File: config.mk
export PLATFORM = sky130hd
export DESIGN_NAME = eth_rst_seq
export DESIGN_NICKNAME = d
export VERILOG_FILES = /design/src/rtl/eth_rst_pkg.sv /design/src/rtl/sync_2ff.sv /design/src/rtl/eth_rst_seq.sv
export SDC_FILE = /design/constraint.sdc
export NUM_CORES = 1
export LEC_CHECK = 0
export BUFFER_PORTS_ARGS = -buffer_cell sky130_fd_sc_hd__buf_2
export CORE_MARGIN = 2
export CORE_UTILIZATION = 30
export DETAILED_ROUTE_END_ITERATION = 8
export GPL_TIMING_DRIVEN = 0
export PLACE_DENSITY = 0.56
export SETUP_SLACK_MARGIN = 0.1
export SLEW_MARGIN = 30
export SYNTH_ARGS = -nofsm -noshare
export SYNTH_HDL_FRONTEND = slang
export SYNTH_SLANG_ARGS = --single-unit
File: constraint.sdc
create_clock -name clk -period 2.2 [get_ports clk]
set_clock_uncertainty 0.15 [all_clocks]
set_input_delay 0.11 -clock clk [delete_from_list [all_inputs] [get_ports clk]]
set_output_delay 0.11 -clock clk [all_outputs]
set_load 0.005 [all_outputs]
File: src/rtl/eth_rst_pkg.sv
// Shared types and default timing constants for the Ethernet reset sequencer.
package eth_rst_pkg;

    // Sequencer states; encoding is fixed so debug probes read consistent values.
    typedef enum logic [2:0] {
        WAIT_LOCK = 3'd0,
        LOCK_FILT = 3'd1,
        PHY_RST   = 3'd2,
        PHY_WAIT  = 3'd3,
        RUN       = 3'd4
    } state_t;

    // Defaults for a 125 MHz clock.
    localparam int unsigned DEF_LOCK_FILT_CYC = 1024;      // lock filter length
    localparam int unsigned DEF_PHY_RST_CYC   = 1250000;   // 10 ms PHY reset low
    localparam int unsigned DEF_PHY_WAIT_CYC  = 18750000;  // 150 ms PHY settle
    localparam int          DEF_CNT_W         = 25;        // holds max(cycles)-1

endpackage

File: src/rtl/sync_2ff.sv
// Generic 1-bit two-flop synchroniser with synchronous active-high reset.
module sync_2ff (
    input  logic clk,
    input  logic rst,
    input  logic d_i,
    output logic q_o
);

    logic meta_q;
    logic sync_q;

    // Two back-to-back flops; the first may go metastable, the second resolves it.
    always_ff @(posedge clk) begin
        // NOTE: reset is sampled on the clock edge, so it lives inside the clocked block
        // rather than in the sensitivity list.
        if (rst) begin
            meta_q <= 1'b0;
            sync_q <= 1'b0;
        end else begin
            // NOTE: non-blocking assignments make both flops sample the old values,
            // which is what builds a two-stage shift rather than a single wire.
            meta_q <= d_i;
            sync_q <= meta_q;
        end
    end

    assign q_o = sync_q;

endmodule

File: src/rtl/eth_rst_seq.sv
// Ethernet reset sequencer: filters PLL lock, times the PHY hardware reset and
// its settle window, then releases the downstream MAC/UDP synchronous reset.
module eth_rst_seq
    import eth_rst_pkg::*;
#(
    parameter int unsigned LOCK_FILT_CYC = DEF_LOCK_FILT_CYC,
    parameter int unsigned PHY_RST_CYC   = DEF_PHY_RST_CYC,
    parameter int unsigned PHY_WAIT_CYC  = DEF_PHY_WAIT_CYC,
    parameter int          CNT_W         = DEF_CNT_W
) (
    input  logic       clk,
    input  logic       rst,
    input  logic       pll_lock,
    input  logic       phy_reset_req,
    output logic       phy_rst_n,
    output logic       sys_rst,
    output logic       rst_done,
    output logic       lock_lost,
    output logic [7:0] lock_loss_cnt
);

    // Terminal counts: a state lasts N cycles, so it exits when cnt reaches N-1.
    localparam logic [CNT_W-1:0] FILT_LAST = CNT_W'(LOCK_FILT_CYC - 1);
    localparam logic [CNT_W-1:0] RST_LAST  = CNT_W'(PHY_RST_CYC - 1);
    localparam logic [CNT_W-1:0] WAIT_LAST = CNT_W'(PHY_WAIT_CYC - 1);

    logic             lock_s;
    state_t           state_q;
    logic [CNT_W-1:0] cnt_q;
    logic             phy_rst_n_q;
    logic             sys_rst_q;
    logic             rst_done_q;
    logic             lock_lost_q;
    logic [7:0]       loss_cnt_q;

    sync_2ff u_lock_sync (
        .clk (clk),
        .rst (rst),
        .d_i (pll_lock),
        .q_o (lock_s)
    );

    // Sequencer FSM; every output is registered and moves on the same edge as the state.
    always_ff @(posedge clk) begin
        if (rst) begin
            state_q     <= WAIT_LOCK;
            cnt_q       <= '0;
            phy_rst_n_q <= 1'b0;
            sys_rst_q   <= 1'b1;
            rst_done_q  <= 1'b0;
            lock_lost_q <= 1'b0;
            loss_cnt_q  <= 8'd0;
        end else if (state_q != WAIT_LOCK && !lock_s) begin
            // Lock loss outranks everything except rst, including a pending request.
            state_q     <= WAIT_LOCK;
            cnt_q       <= '0;
            phy_rst_n_q <= 1'b0;
            sys_rst_q   <= 1'b1;
            rst_done_q  <= 1'b0;
            lock_lost_q <= 1'b1;
            if (loss_cnt_q != 8'hFF) begin
                loss_cnt_q <= loss_cnt_q + 8'd1;
            end
        end else begin
            unique case (state_q)
                WAIT_LOCK: begin
                    cnt_q <= '0;
                    if (lock_s) begin
                        state_q <= LOCK_FILT;
                    end
                end
                LOCK_FILT: begin
                    // lock_s is known high here; a low would have taken the loss branch.
                    if (cnt_q == FILT_LAST) begin
                        state_q <= PHY_RST;
                        cnt_q   <= '0;
                    end else begin
                        cnt_q <= cnt_q + 1'b1;
                    end
                end
                PHY_RST: begin
                    if (cnt_q == RST_LAST) begin
                        state_q     <= PHY_WAIT;
                        cnt_q       <= '0;
                        phy_rst_n_q <= 1'b1;
                    end else begin
                        cnt_q <= cnt_q + 1'b1;
                    end
                end
                PHY_WAIT: begin
                    if (cnt_q == WAIT_LAST) begin
                        state_q    <= RUN;
                        cnt_q      <= '0;
                        sys_rst_q  <= 1'b0;
                        rst_done_q <= 1'b1;
                    end else begin
                        cnt_q <= cnt_q + 1'b1;
                    end
                end
                RUN: begin
                    cnt_q <= '0;
                    if (phy_reset_req) begin
                        state_q     <= PHY_RST;
                        phy_rst_n_q <= 1'b0;
                        sys_rst_q   <= 1'b1;
                        rst_done_q  <= 1'b0;
                    end
                end
                default: begin
                    state_q     <= WAIT_LOCK;
                    cnt_q       <= '0;
                    phy_rst_n_q <= 1'b0;
                    sys_rst_q   <= 1'b1;
                    rst_done_q  <= 1'b0;
                end
            endcase
        end
    end

    assign phy_rst_n     = phy_rst_n_q;
    assign sys_rst       = sys_rst_q;
    assign rst_done      = rst_done_q;
    assign lock_lost     = lock_lost_q;
    assign lock_loss_cnt = loss_cnt_q;

endmodule

### After elaboration in Yosys (flattened, before gate mapping)

Index checks and enable logic that the tools add are counted.
W data, S select, Z words.

| word-level totals | value |
|---|---|
| output and inout port bits | 12 |
| word-level logic and storage cells | 55 |
| register bits | 42 |

| cells by class | value |
|---|---|
| add/subtract/negate cells | 2 |
| bitwise gates (word level) | 2 |
| reduce and logical (&&, ||, !) cells | 11 |
| multiplexer cells | 18 |
| eq/ne operators | 13 |

Operators by type and width:

| cell | count |
|---|---|
| $mux W25 | 3 |
| $pmux W25 S3 | 1 |
| $add A25 B1 Y25 const B | 1 |
| $eq A25 B10 Y1 const B | 1 |
| $eq A25 B21 Y1 const B | 1 |
| $eq A25 B25 Y1 const B | 1 |
| $mux W3 | 5 |
| $pmux W3 S5 | 1 |
| $pmux W1 S3 | 3 |
| $add A8 B1 Y8 const B | 1 |
| $ne A2 B2 Y1 const B | 4 |
| $ne A8 B8 Y1 const B | 1 |
| $eq A3 B2 Y1 const B | 2 |
| $reduce_and A3 Y1 | 2 |
| $reduce_or A3 Y1 | 2 |
| $mux W1 | 5 |
| $reduce_and A5 Y1 | 1 |
| $eq A3 B1 Y1 const B | 1 |
| $eq A3 B3 Y1 const B | 1 |
| $logic_not A3 Y1 | 1 |
| $reduce_bool A3 Y1 | 1 |
| $ne A2 B1 Y1 const B | 1 |
| $not A1 Y1 | 2 |
| $reduce_and A2 Y1 | 1 |
| other kinds (3) | 3 |

### Logic depth before layout (Yosys ltp)

Gate-level depths: netlist of the first run.

| depth | value |
|---|---|
| word-level depth | 4 |
| mapped depth | 8 |

### Cells and area by module

Synthesis of the first run repeated with hierarchy kept, for this count alone.

| unflattened totals | value |
|---|---|
| cells, all modules | 214 |
| area total of the unflattened synthesis | 1968.1 um2 |

Modules (own cells, without submodules):

| module | times used | sequential area each (um2) | area each (um2) | cells each |
|---|---|---|---|---|
| eth_rst_seq | 1 | 800.8 | 1915.6 | 210 |
| sync_2ff | 1 | 40.0 | 52.6 | 4 |

### Worst setup path before layout of the first run

No wires, ideal clock.

| timing | value |
|---|---|
| path kind | reg2reg |
| from | reg cnt_q[14] |
| to | reg cnt_q[10] |
| arrival | 2.105 ns |
| stages on the path, launching flop included | 7 |
| setup slack | -0.177 ns |
| setup time | 0.122 ns |
| clock period less this slack | 2.377 ns |
| cell sequence | dfxtp_1 -> or4_4 -> or4_4 -> o31a_1 -> a2bb2oi_4 -> buf_6 -> a21oi_1 |

| on the way | value |
|---|---|
| cells in the longest elaborated chain, start to end | 3 |

RTL lines:

| what | RTL line | text |
|---|---|---|
| from (decl) | eth_rst_seq.sv:29 | `logic [CNT_W-1:0] cnt_q;` |
| from (signal assigned) | eth_rst_seq.sv:78 | `cnt_q <= cnt_q + 1'b1;` |
| from (signal assigned) | eth_rst_seq.sv:87 | `cnt_q <= cnt_q + 1'b1;` |
| from (signal assigned) | eth_rst_seq.sv:97 | `cnt_q <= cnt_q + 1'b1;` |
| $eq A25 B25 Y1, or another cell as far along | eth_rst_seq.sv:91 | `if (cnt_q == WAIT_LAST) begin` |
| $mux W25 (on tied branches) | eth_rst_seq.sv:91, eth_rst_seq.sv:74, eth_rst_seq.sv:82 |  |
| $pmux W25 S3 * | eth_rst_seq.sv:65 | `unique case (state_q)` |

Every way passes the cells marked *; elsewhere a longest branch is shown, timed or not.
A chain may end at the register's enable or synchronous reset.

### Final worst setup path of the first run

| timing | value |
|---|---|
| from | reg cnt_q[19] |
| to | reg cnt_q[10] |

Same word-level chain as after synthesis.

==> results of run 1 <==
==> path summary, 6_finish.rpt <==
path / from / endpoint / slack, ns / cells after the start
setup reg to reg: cnt_q[19] / cnt_q[10] / -0.24 / 7
setup / recovery: cnt_q[19] / cnt_q[10] / -0.24 / 7
hold reg to reg: u_lock_sync.meta_q / u_lock_sync.q_o / 0.29 / 1
hold / removal: phy_reset_req / phy_rst_n / 0.12 / 5
==> power by group <==
group	leakage (nW)	switching [mW]	internal (mW)
Combinational	0.506	0.0215	0.0224
Clock	0.0514	0.269	0.339
Sequential	0.342	0.00529	0.763
==> cell usage in the layout, fill, tap and decap left out, types with 3 or more instances in the layout <==
| master | n |
|---|---|
| buf_2 | 15 |
| nor3_1 | 9 |
| buf_6 | 8 |
| dfxtp_1 | 37 |
| nand4_1 | 10 |
| clkbuf_1 | 3 |
| nand2_1 | 11 |
| buf_4 | 13 |
| nor2b_1 | 5 |
| dfxtp_2 | 4 |
| inv_1 | 6 |
| a21oi_1 | 11 |
| clkbuf_8 | 5 |
| dlygate4sd3_1 | 3 |
| xnor2_1 | 20 |
| and3_1 | 7 |
| nand3_1 | 7 |
| nor2_1 | 21 |
| and4_1 | 4 |
| a21oi_2 | 15 |
| xor2_1 | 10 |
| or4_4 | 4 |
| nor4_1 | 4 |
==> logic make-up after synthesis <==
logic type      count (synthesis)  synth area share, %
mux                             1               0.5028
simple gates                   97                27.59
flops                          42                42.24
fa+ha+maj                       2                1.257
buf+inv                        13                3.331
compound gates                 37                11.88
xor+xnor                       30                13.20
==> flip-flops by register name, indices dropped and copies added, names as in the netlist <==
register,cells
lock_loss_cnt,8
rst_done,1
cnt_q,25
lock_lost,1
phy_rst_n,1
u_lock_sync.meta_q,1
u_lock_sync.q_o,1
state_q,3
sys_rst,1
==> synthesized netlist by cell type (2+ instances only) <==
cell | number | area share, %
a21boi_0 | 2 | 0.75
a21oi_1 | 25 | 6.3
and2_1 | 2 | 0.63
and3_1 | 7 | 2.2
and4_1 | 4 | 1.8
buf_2 | 2 | 0.50
buf_6 | 2 | 1.1
clkbuf_1 | 3 | 0.57
dfxtp_1 | 42 | 42
ha_1 | 2 | 1.3
inv_1 | 6 | 1.1
nand2_1 | 11 | 2.1
nand2b_1 | 2 | 0.63
nand3_1 | 7 | 1.8
nand4_1 | 10 | 3.1
nor2_1 | 21 | 4.0
nor2b_1 | 5 | 1.6
nor3_1 | 9 | 2.3
nor4_1 | 6 | 1.9
o31a_1 | 2 | 0.88
or3_1 | 3 | 0.94
or4_4 | 3 | 1.7
xnor2_1 | 20 | 8.8
xor2_1 | 10 | 4.4
==> routing by layer <==
layer	GRT usage, %	vias up	share of wire, %
li1	-	880	-
met1	17.30	797	49
met2	19.32	30	45
met3	3.210	7	3.1
met4	4.762	0	2.2
met5	0	-	0
==> what timing repair did <==
| action | CTS | global route |
|---|---|---|
| pin swaps | 9 | 16 |
| hold buffers | 3 | 0 |
| endpoints found under the setup margin | 31 | 36 |
| endpoints found under the hold margin | 3 | 0 |
| gates cloned | 2 | 0 |
| resized for setup | 18 | 25 |
| setup buffers | 9 | 7 |
==> critical path, cell delays in order (launching register included) <==
cell,delay (ns)
dfxtp_4,0.35
or4_4,0.51
or4_4,0.50
o31a_1,0.34
a2bb2oi_4,0.17
buf_6,0.13
buf_6,0.12
a21oi_2,0.06
==> final cells by class <==
type / instances / area share (%)
flip-flops and latches: 42 / 32.41
plain buffers: 7 / 2.339
multi-input cells: 167 / 46.63
inverters: 6 / 0.8592
well taps: 77 / 3.675
clock buffers: 6 / 2.769
repair buffers: 36 / 9.881
clock inverters: 2 / 1.432
==> per-stage QoR <==
step	setup slack, ns	hold slack [ns]	power, mW	instance area, um^2	util [%]
floorplan	-0.1440	0.03161	0.8086	2003	-
global placement	-0.3570	0.1716	0.8203	2175	34.05
detailed placement	-0.3638	0.1735	0.8204	2175	34.05
CTS	-0.2373	0.1222	1.431	2466	38.62
global route	-0.3061	0.1780	1.474	2621	41.05
finish	-0.2421	0.1230	1.420	2621	41.05
==> qor_table.md, run 1 <==
| Parameter | Reported |
|---|---|
| Antenna violations before repair | 0 |
| Clock tree from TritonCTS | built |
| Initial Utilization | 31.17% |
| Synthesis-stage register bit count | 42 |
| Worst IR Drop VDD | 412.9 uV |
| Final clock period utilization by the worst path | 111.0% |
| Unrepaired setup endpoints after global routing | true |
| Sequential cell area | 849.6 um^2 |
| Maximum frequency from static timing analysis | 409.5 MHz |
| Layout cells sized above 1 | 29.70% |
| Number of buffers between clock root and the deepest sink | 2 |
| Die Span Y | 85.46 um |
| Inserted Clock Buffers | 5 |
| Kind of launch point of the worst setup path | register |
| Crit path setup slack, layout | -0.2421 ns |
| Insertion delay to the later sink of the worst-skew pair | 0.29 ns |
| Combined area of all synthesized cells | 1991 um^2 |
| Core Box Area | 6386 um^2 |
| Clk sinks | 42 |
| Instance count after placement with tap cells included | 314 |
| Nets | 271 |
| Share of synthesized flip-flops with an asynchronous set or reset | 0% |
| Total Negative Setup Slacks | -5.872 ns |
| DRT Pass-1 Iters | 4 |
| Via count of the first global-routing pass | 1556 |
| Count of vias placed by the detailed router | 1714 |
| Leakage power | 0.8995 nW |
| Via count normalized by instance count | 4.997 |
| Final antenna-violating net count | 0 |
| Clock root buffer | clkbuf_8 |
| Non-filler instance count after layout | 343 |
| Critical path endpoint category | register |
| Outcome | finished with violations |
| IO buf count | 15 |
| Register clock-pin slew on the reported worst setup and hold paths | 0.08 ns |
| Multi-input logic area | 1222 um^2 |
| Arrival time at the worst endpoint | 2.47 ns |
| Mean cell area of the mapped netlist | 8.967 um^2 |
| Commonest register cell after synthesis | dfxtp_1 |
| Max-cap violations | 0 |
| Filler cell count in the final layout | 648 |
| Total wirelength of the detailed-routed design | 4651 um |
| Number of setup violations in the final report | 28 |
| Horizontal die dimension | 85.46 um |
| H-tree levels | 2 |
| Detail Placement HPWL | 2990 um |
| Initial DRC Count | 85 |
| Critical path type | reg -> reg |
| Number of instances in the synthesized netlist | 222 |
| Number of rows in the core area | 29 |
| Sequential cell area fraction in the yosys report | 42.24% |
| First-pass GRT wire length | 7403 um |
| Weighted congestion reported at the end of routability-driven placement | 0.8031 |
| I/O pin count | 16 |
| Synth warn | 0 |
| Grt total ovfl | 0 |
| Pin count of the biggest net entering global routing | 14 |
| Remaining DRCs | 0 |
| Ratio of total power to cell area | 541.9 nW/um^2 |
| Post-synth EDFFs | 0 |
| Final count of hold timing violations | 0 |
| Die Area | 7303 um^2 |
| Final antenna diode count | 0 |
| Measured slew at the worst slew-check pin | 0.6190 ns |
| Data required time at the worst endpoint | 2.23 ns |
| Minimum clock period | 2.442 ns |
| Aggregate global-route resource usage | 12.70% |
| Number of distinct library cells after synthesis | 40 |
| Syn Nets | 228 |
| Violations in the final reports | negative setup slack |
| Peak fanout along the critical path | 5 |
| Slew HR | 58.35% |
| Worst hold path type | in -> reg |
| Final count of pins violating max slew | 0 |
| Post-detailed-route wirelength per cell | 13.56 um |
| Area Growth Syn to Fin | 31.68% |
Power figures use the tool's default switching activity.
==> inputs of run 2 (changes only) <==
--- a/config.mk
+++ b/config.mk
@@ -6,8 +6,10 @@
 export NUM_CORES = 1
 export LEC_CHECK = 0
 export BUFFER_PORTS_ARGS = -buffer_cell sky130_fd_sc_hd__buf_2
+export CORE_ASPECT_RATIO = 1.75
 export CORE_MARGIN = 2
 export CORE_UTILIZATION = 30
+export CTS_BUF_LIST = sky130_fd_sc_hd__clkbuf_2
 export DETAILED_ROUTE_END_ITERATION = 8
 export GPL_TIMING_DRIVEN = 0
 export PLACE_DENSITY = 0.56
==> run 2 against run 1 <==
  * The run still ends with negative setup slack left
  * Final cell count shrank 0.29%
  * Total power decreased by 11%
  * Register-to-register slack got worse by 0.03 ns
  * Setup slack worse by 0.027 ns
  * Fmax is 1.1% lower
  * Sequential power about the same
  * Worst hold slack better by 0.17 ns
  * Combinational power is 10% lower
  * Critical path depth is the same
  * Critical endpoint is now cnt_q[21]
  * Largest power group unchanged
  * Highest routed layer unchanged
==> qor_table.md, run 2 (synthesis gave the netlist of run 1 again) <==
| Parameter | Reported | Delta |
|---|---|---|
| Outcome | finished with violations | unchanged |
| Violations in the final reports | negative setup slack | unchanged |
| Final count of pins violating max slew | 0 | unchanged |
| Leakage power | 0.8553 nW | was 0.8995 nW |
| Largest register by flop count | cnt_q | unchanged |
| Commonest non-fill, non-tap cell in the layout | dfxtp_1 | unchanged |
| Worst IR Drop VDD | 321.2 uV | was 412.9 uV |
| I/O pin count | 16 | unchanged |
| Post-detailed-route wirelength per cell | 13.84 um | was 13.56 um |
| Cell seen most often among critical-path stages | or4_4 |  |
| Worst hold path type | reg -> reg | was in -> reg |
| Max-cap violations | 0 | unchanged |
| Detail Placement HPWL | 3259 um | was 2990 um |
| Final clock period utilization by the worst path | 112.2% | was 111.0% |
| Ratio of total power to cell area | 507.9 nW/um^2 | was 541.9 nW/um^2 |
| Arrival time at the worst endpoint | 2.66 ns | was 2.47 ns |
| Number of rows in the core area | 39 | was 29 |
| Commonest non-fill, non-tap cells in the layout | dfxtp_1 (36), nor2_1 (21), xnor2_1 (20), a21oi_1 (20), buf_2 (16) | was dfxtp_1 (37), nor2_1 (21), xnor2_1 (20) |
| Die Area | 7329 um^2 | was 7303 um^2 |
| Cell type of the slowest stage on the worst timing path | or4_4 | unchanged |
| Layout cells sized above 1 | 24.23% | was 29.70% |
| Utilization of the core after routing | 38.17% | was 41.05% |
| Final count of hold timing violations | 0 | unchanged |
| Minimum clock period | 2.469 ns | was 2.442 ns |
| Core Box Area | 6490 um^2 | was 6386 um^2 |
| Via count normalized by instance count | 5.073 | was 4.997 |
| Final antenna diode count | 0 | unchanged |
| Inserted Clock Buffers | 5 | unchanged |
| Final Power | 1.258 mW | was 1.420 mW |
| Final antenna-violating net count | 0 | unchanged |
| Critical path endpoint category | register | unchanged |
| Weighted congestion reported at the end of routability-driven placement | 0.8301 | was 0.8031 |
| H-tree levels | 2 | unchanged |
| Measured slew at the worst slew-check pin | 0.5133 ns | was 0.6190 ns |
| IO buf count | 15 | unchanged |
| Insertion delay to the later sink of the worst-skew pair | 0.44 ns | was 0.29 ns |
| Antenna violations before repair | 0 | unchanged |
| Critical path type | reg -> reg | unchanged |
| Count of vias placed by the detailed router | 1735 | was 1714 |
| Total wirelength of the detailed-routed design | 4734 um | was 4651 um |
| Nets | 266 | was 271 |
| Flip-flop count of the largest register after layout | 25 | unchanged |
| Pin count of the biggest net entering global routing | 13 | was 14 |
| Register clock-pin slew on the reported worst setup and hold paths | 0.21 ns | was 0.08 ns |
| Peak fanout along the critical path | 5 | unchanged |
| Grt total ovfl | 0 | unchanged |
| Initial Utilization | 30.67% | was 31.17% |
| Clock tree from TritonCTS | built | unchanged |
| Via count of the first global-routing pass | 1707 | was 1556 |
| Number of buffers between clock root and the deepest sink | 2 | unchanged |
| Worst path cell trace | or4_4 -> or4_4 -> o31a_1 -> a2bb2oi_4 -> buf_12 -> buf_8 -> a21oi_1 | was or4_4 -> or4_4 -> o31a_1 -> a2bb2oi_4 -> buf_6 -> buf_6 -> a21oi_2 |
| First-pass GRT wire length | 7748 um | was 7403 um |
| Initial DRC Count | 40 | was 85 |
| Data required time at the worst endpoint | 2.39 ns | was 2.23 ns |
| Remaining DRCs | 0 | unchanged |
| Unrepaired setup endpoints after global routing | true | unchanged |
| Crit path largest cell delay | 0.53 ns | was 0.51 ns |
| Die Span Y | 111.8 um | was 85.46 um |
| Number of setup violations in the final report | 27 | was 28 |
| Kind of launch point of the worst setup path | register | unchanged |
| Clk sinks | 42 | unchanged |
| DRT Pass-1 Iters | 4 | unchanged |
| Area Growth Syn to Fin | 24.45% | was 31.68% |
| Aggregate global-route resource usage | 13.63% | was 12.70% |
| Clock root buffer | clkbuf_2 | was clkbuf_8 |
| Crit path setup slack, layout | -0.2689 ns | was -0.2421 ns |
| Horizontal die dimension | 65.58 um | was 85.46 um |
| Slew HR | 65.51% | was 58.35% |
| Maximum frequency from static timing analysis | 405.0 MHz | was 409.5 MHz |
==> run 2: cell types whose count changed in the layout (fill, tap and decap cells not counted), sizes merged <==
cell      before  now
buf           37   32
clkinv         0    1
clkinvlp       1    0
clkbuf         9    8
==> run 2: worst max-delay path: cells and delay by family, from the launching register on <==
family / cells / cell delay (ns)
simple gates: 2 / 1.03
compound gates: 3 / 0.57
flops: 1 / 0.38
buf+inv: 2 / 0.25
==> run 2: power by group <==
group / switching (mW) / leakage [nW] / internal [mW]
sequential: 0.00484 / 0.342 / 0.768
combinational: 0.0206 / 0.477 / 0.0189
clock: 0.264 / 0.0365 / 0.183
==> run 2: final timing paths <==
kind / start / endpoint / slack, ns / cells past startpoint
worst min register to register: cnt_q[0] / cnt_q[0] / 0.29 / 1
worst max register to register: cnt_q[24] / cnt_q[21] / -0.27 / 7
worst min-delay path: cnt_q[0] / cnt_q[0] / 0.29 / 1
worst max-delay path: cnt_q[24] / cnt_q[21] / -0.27 / 7
==> run 2: final cells by class <==
type | instances | area (um^2)
fillers | 697 | 4013
flip-flops and latches | 42 | 848.3
plain buffers | 7 | 63.81
clock inverters | 2 | 33.78
clock buffers | 5 | 25.02
repair buffers | 31 | 212.7
inverters | 6 | 22.52
well taps | 82 | 102.6
multi-input cells | 167 | 1169
==> run 2: repair_timing <==
item,CTS,global route
pin swaps,5,3
endpoints found under the setup margin,31,37
setup buffers,9,3
gates resized for setup,16,9
gates cloned,1,0
hold endpoints to repair,7,0
hold buffers,3,0
==> run 2: per-layer routing <==
layer,vias up,share of wire [%],track usage [%]
met4,0,3.0,7.917
met5,-,0,0
met1,832,39,13.18
li1,867,-,-
met3,8,2.2,2.222
met2,28,55,25.85
==> run 2: per-stage QoR <==
stage	worst slack [ns]	TNS, ns	hold slack [ns]	instance area [um^2]	std cells
finish	-0.2689	-6.675	0.2918	2477	342
global route	-0.3378	-8.644	0.2960	2477	342
CTS	-0.2704	-6.899	0.2346	2421	339
detailed placement	-0.4225	-10.33	0.1780	2181	319
global placement	-0.3792	-9.378	0.1756	2181	319
floorplan	-0.1440	-2.950	0.03161	2003	222
==> inputs of run 3 (changes only) <==
==> constraint.sdc (replaced) <==
create_clock -name clk -period 2.2 [get_ports clk]
set_clock_uncertainty 0.15 [all_clocks]
set_input_delay 0.33 -clock clk [delete_from_list [all_inputs] [get_ports clk]]
set_output_delay 0.33 -clock clk [all_outputs]
set_load 0.005 [all_outputs]
==> run 3 against run 2 <==
  * The flow still finishes with violations (negative setup slack)
  * First-iteration DRC count is 5.0% higher
  * Total power hardly changed
  * Combinational power is 3% lower
  * Sequential power hardly changed
  * Count of clock-buffer cells in the layout stayed put
  * Via count is 0.29% lower
  * Core utilization is 0.15 points lower
  * Non-clock buffer count is 1 lower
  * Worst hold slack worse by 0.090 ns
  * Cell area is 0.40% lower
  * Wire length is 0.17% higher
==> qor_table.md, run 3 (synthesis gave the netlist of run 1 again) <==
| Parameter | Reported | Delta |
|---|---|---|
| Outcome | finished with violations | unchanged |
| Violations in the final reports | negative setup slack | unchanged |
| Final count of hold timing violations | 0 | unchanged |
| Flip-flop count of the largest register after layout | 25 | unchanged |
| Post-layout instance area | 2467 um^2 | was 2477 um^2 |
| Die Area | 7329 um^2 | unchanged |
| Clk sinks | 42 | unchanged |
| Number of setup violations in the final report | 27 | unchanged |
| Worst IR Drop VDD | 321.4 uV | was 321.2 uV |
| Total wirelength of the detailed-routed design | 4742 um | was 4734 um |
| Die Span Y | 111.8 um | unchanged |
| Area after DPL | 2181 um^2 | unchanged |
| Number of rows in the core area | 39 | unchanged |
| Kind of launch point of the worst setup path | register | unchanged |
| Nets | 265 | was 266 |
| Non-filler instance count after layout | 341 | was 342 |
| Number of cells traversed by the worst register-to-register path | 7 | unchanged |
| Crit path setup slack, layout | -0.2682 ns | was -0.2689 ns |
| Count of vias placed by the detailed router | 1730 | was 1735 |
| Leakage power | 0.8512 nW | was 0.8553 nW |
| Instance count after placement with tap cells included | 319 | unchanged |
| Unrepaired setup endpoints after global routing | true | unchanged |
| Pin count of the biggest net entering global routing | 13 | unchanged |
| Horizontal die dimension | 65.58 um | unchanged |
| Antenna violations before repair | 0 | unchanged |
| Filler cell count in the final layout | 697 | unchanged |
| Core Box Area | 6490 um^2 | unchanged |
| Share of total power in the clock network | 35.6% | was 35.5% |
| Clock tree from TritonCTS | built | unchanged |
| H-tree levels | 2 | unchanged |
| I/O pin count | 16 | unchanged |
| Slew HR | 65.58% | was 65.51% |
| Measured slew at the worst slew-check pin | 0.5123 ns | was 0.5133 ns |
| Switch Pwr | 291.2 uW | was 289.1 uW |
| Peak fanout along the critical path | 5 | unchanged |
| Detail Placement HPWL | 3259 um | unchanged |
| Via count of the first global-routing pass | 1701 | was 1707 |
| Aggregate global-route resource usage | 13.61% | was 13.63% |
| Weighted congestion reported at the end of routability-driven placement | 0.8301 | unchanged |
| Area Growth Syn to Fin | 23.95% | was 24.45% |
| Final count of pins violating max slew | 0 | unchanged |
| Critical register-to-register path endpoint | cnt_q[21] | unchanged |
| Grt total ovfl | 0 | unchanged |
| Layout cells sized above 1 | 24.32% | was 24.23% |
| Critical path endpoint category | register | unchanged |
| IO buf count | 15 | unchanged |
| Ratio of total power to cell area | 510.3 nW/um^2 | was 507.9 nW/um^2 |
| Arrival time at the worst endpoint | 2.66 ns | about the same |
| Via count normalized by instance count | 5.073 | about the same |
| Design internal power | 968.0 uW | was 969.1 uW |
| Proportion of power drawn by flip-flops and latches | 61.3% | was 61.4% |
| Sw frac | 23.13% | was 22.98% |
| Register clock-pin slew on the reported worst setup and hold paths | 0.21 ns | about the same |
| First-pass GRT wire length | 7734 um | was 7748 um |
| Worst setup slack before clock tree synthesis | -0.4225 ns | unchanged |
| Final antenna diode count | 0 | unchanged |
| Commonest non-fill, non-tap cells in the layout | dfxtp_1 (36), nor2_1 (21), xnor2_1 (20), a21oi_1 (20), buf_2 (16) | unchanged |
| Final clock period utilization by the worst path | 112.2% | about the same |
| Insertion delay to the later sink of the worst-skew pair | 0.44 ns | about the same |
| Inserted Clock Buffers | 5 | unchanged |
| Post-detailed-route wirelength per cell | 13.91 um | was 13.84 um |
| Start of the worst register-to-register path | cnt_q[24] | unchanged |
| Commonest non-fill, non-tap cell in the layout | dfxtp_1 | unchanged |
| Initial Utilization | 30.67% | unchanged |
| Number of buffers between clock root and the deepest sink | 2 | unchanged |
| Register-to-register path setup slack | -0.27 ns | about the same |
| Max-cap violations | 0 | unchanged |
| Setup crit start | cnt_q[24] | unchanged |
| Final antenna-violating net count | 0 | unchanged |
| Data required time at the worst endpoint | 2.39 ns | about the same |
| Largest register by flop count | cnt_q | unchanged |
| Termination of the worst setup path | cnt_q[21] | unchanged |
| Minimum clock period | 2.468 ns | was 2.469 ns |
| Comb power frac | 3.0% | was 3.1% |
| Critical path type | reg -> reg | unchanged |
| Final Power | 1.259 mW | was 1.258 mW |
| DRT Pass-1 Iters | 4 | unchanged |
| Maximum frequency from static timing analysis | 405.2 MHz | was 405.0 MHz |
| Remaining DRCs | 0 | unchanged |
| Clock root buffer | clkbuf_2 | unchanged |
| Initial DRC Count | 42 | was 40 |
| Worst hold path type | in -> reg | was reg -> reg |
run 3: changes by cell type in the layout (fill, tap and decap cells not counted):
cell	previous run	this run
dlygate4sd3_1	3	2
run 3: worst min path at each step:
stage                             from            endpoint  slack [ns]  depth (start not counted)
floorplan                          rst  u_lock_sync.meta_q        0.25                          1
global placement    u_lock_sync.meta_q     u_lock_sync.q_o        0.29                          1
detailed placement           phy_rst_n           phy_rst_n        0.30                          2
CTS                      phy_reset_req           phy_rst_n        0.16                          5
global route             phy_reset_req          state_q[2]        0.19                          4
finish                   phy_reset_req          state_q[2]        0.20                          4
run 3: layout make-up:
class | count | area [um^2] | share of cell area, %
multi-input cells | 167 | 1169 | 47.36
flip-flops and latches | 42 | 848.3 | 34.38
repair buffers | 30 | 202.7 | 8.215
well taps | 82 | 102.6 | 4.158
plain buffers | 7 | 63.81 | 2.586
clock inverters | 2 | 33.78 | 1.369
clock buffers | 5 | 25.02 | 1.014
inverters | 6 | 22.52 | 0.9128
run 3: layer usage:
layer	wire, um	part of all wire (%)	GRT usage [%]	up-vias
met5	0	0	0	-
li1	-	-	-	865
met4	127	2.7	7.917	0
met3	97	2.0	2.222	9
met2	2638	56	25.78	24
met1	1879	40	13.18	832
run 3: metrics by stage:
step	util (%)	hold slack (ns)	setup TNS [ns]
after floorplan	-	0.2516	-2.950
final	38.02	0.2021	-6.687
after global routing	38.02	0.1891	-8.644
after global placement	33.60	0.2904	-9.378
after CTS	37.15	0.1599	-6.899
after detailed placement	33.60	0.3037	-10.33
run 3: what timing repair did:
item                                   in CTS  in global routing
pin swaps                                   5                  3
gates resized for setup                    16                  9
endpoints found under the hold margin       2                  0
setup endpoints to repair                  31                 37
setup buffers                               9                  3
gates cloned                                1                  0
hold buffers                                2                  0
run 3: worst max-delay path: stages (launching register included):
cell       delay (ns)
dfxtp_2          0.38
or4_4            0.53
or4_4            0.50
o31a_1           0.33
a2bb2oi_4        0.18
buf_12           0.14
buf_8            0.11
a21oi_1          0.06
run 3: power by group through the flow:
stage / registers, mW / logic [mW] / clock network, mW
detailed placement: 0.787 / 0.0328 / 0
floorplan: 0.787 / 0.0218 / 0
CTS: 0.773 / 0.0371 / 0.466
global placement: 0.787 / 0.0327 / 0
global route: 0.775 / 0.0422 / 0.492
finish: 0.772 / 0.0382 / 0.449
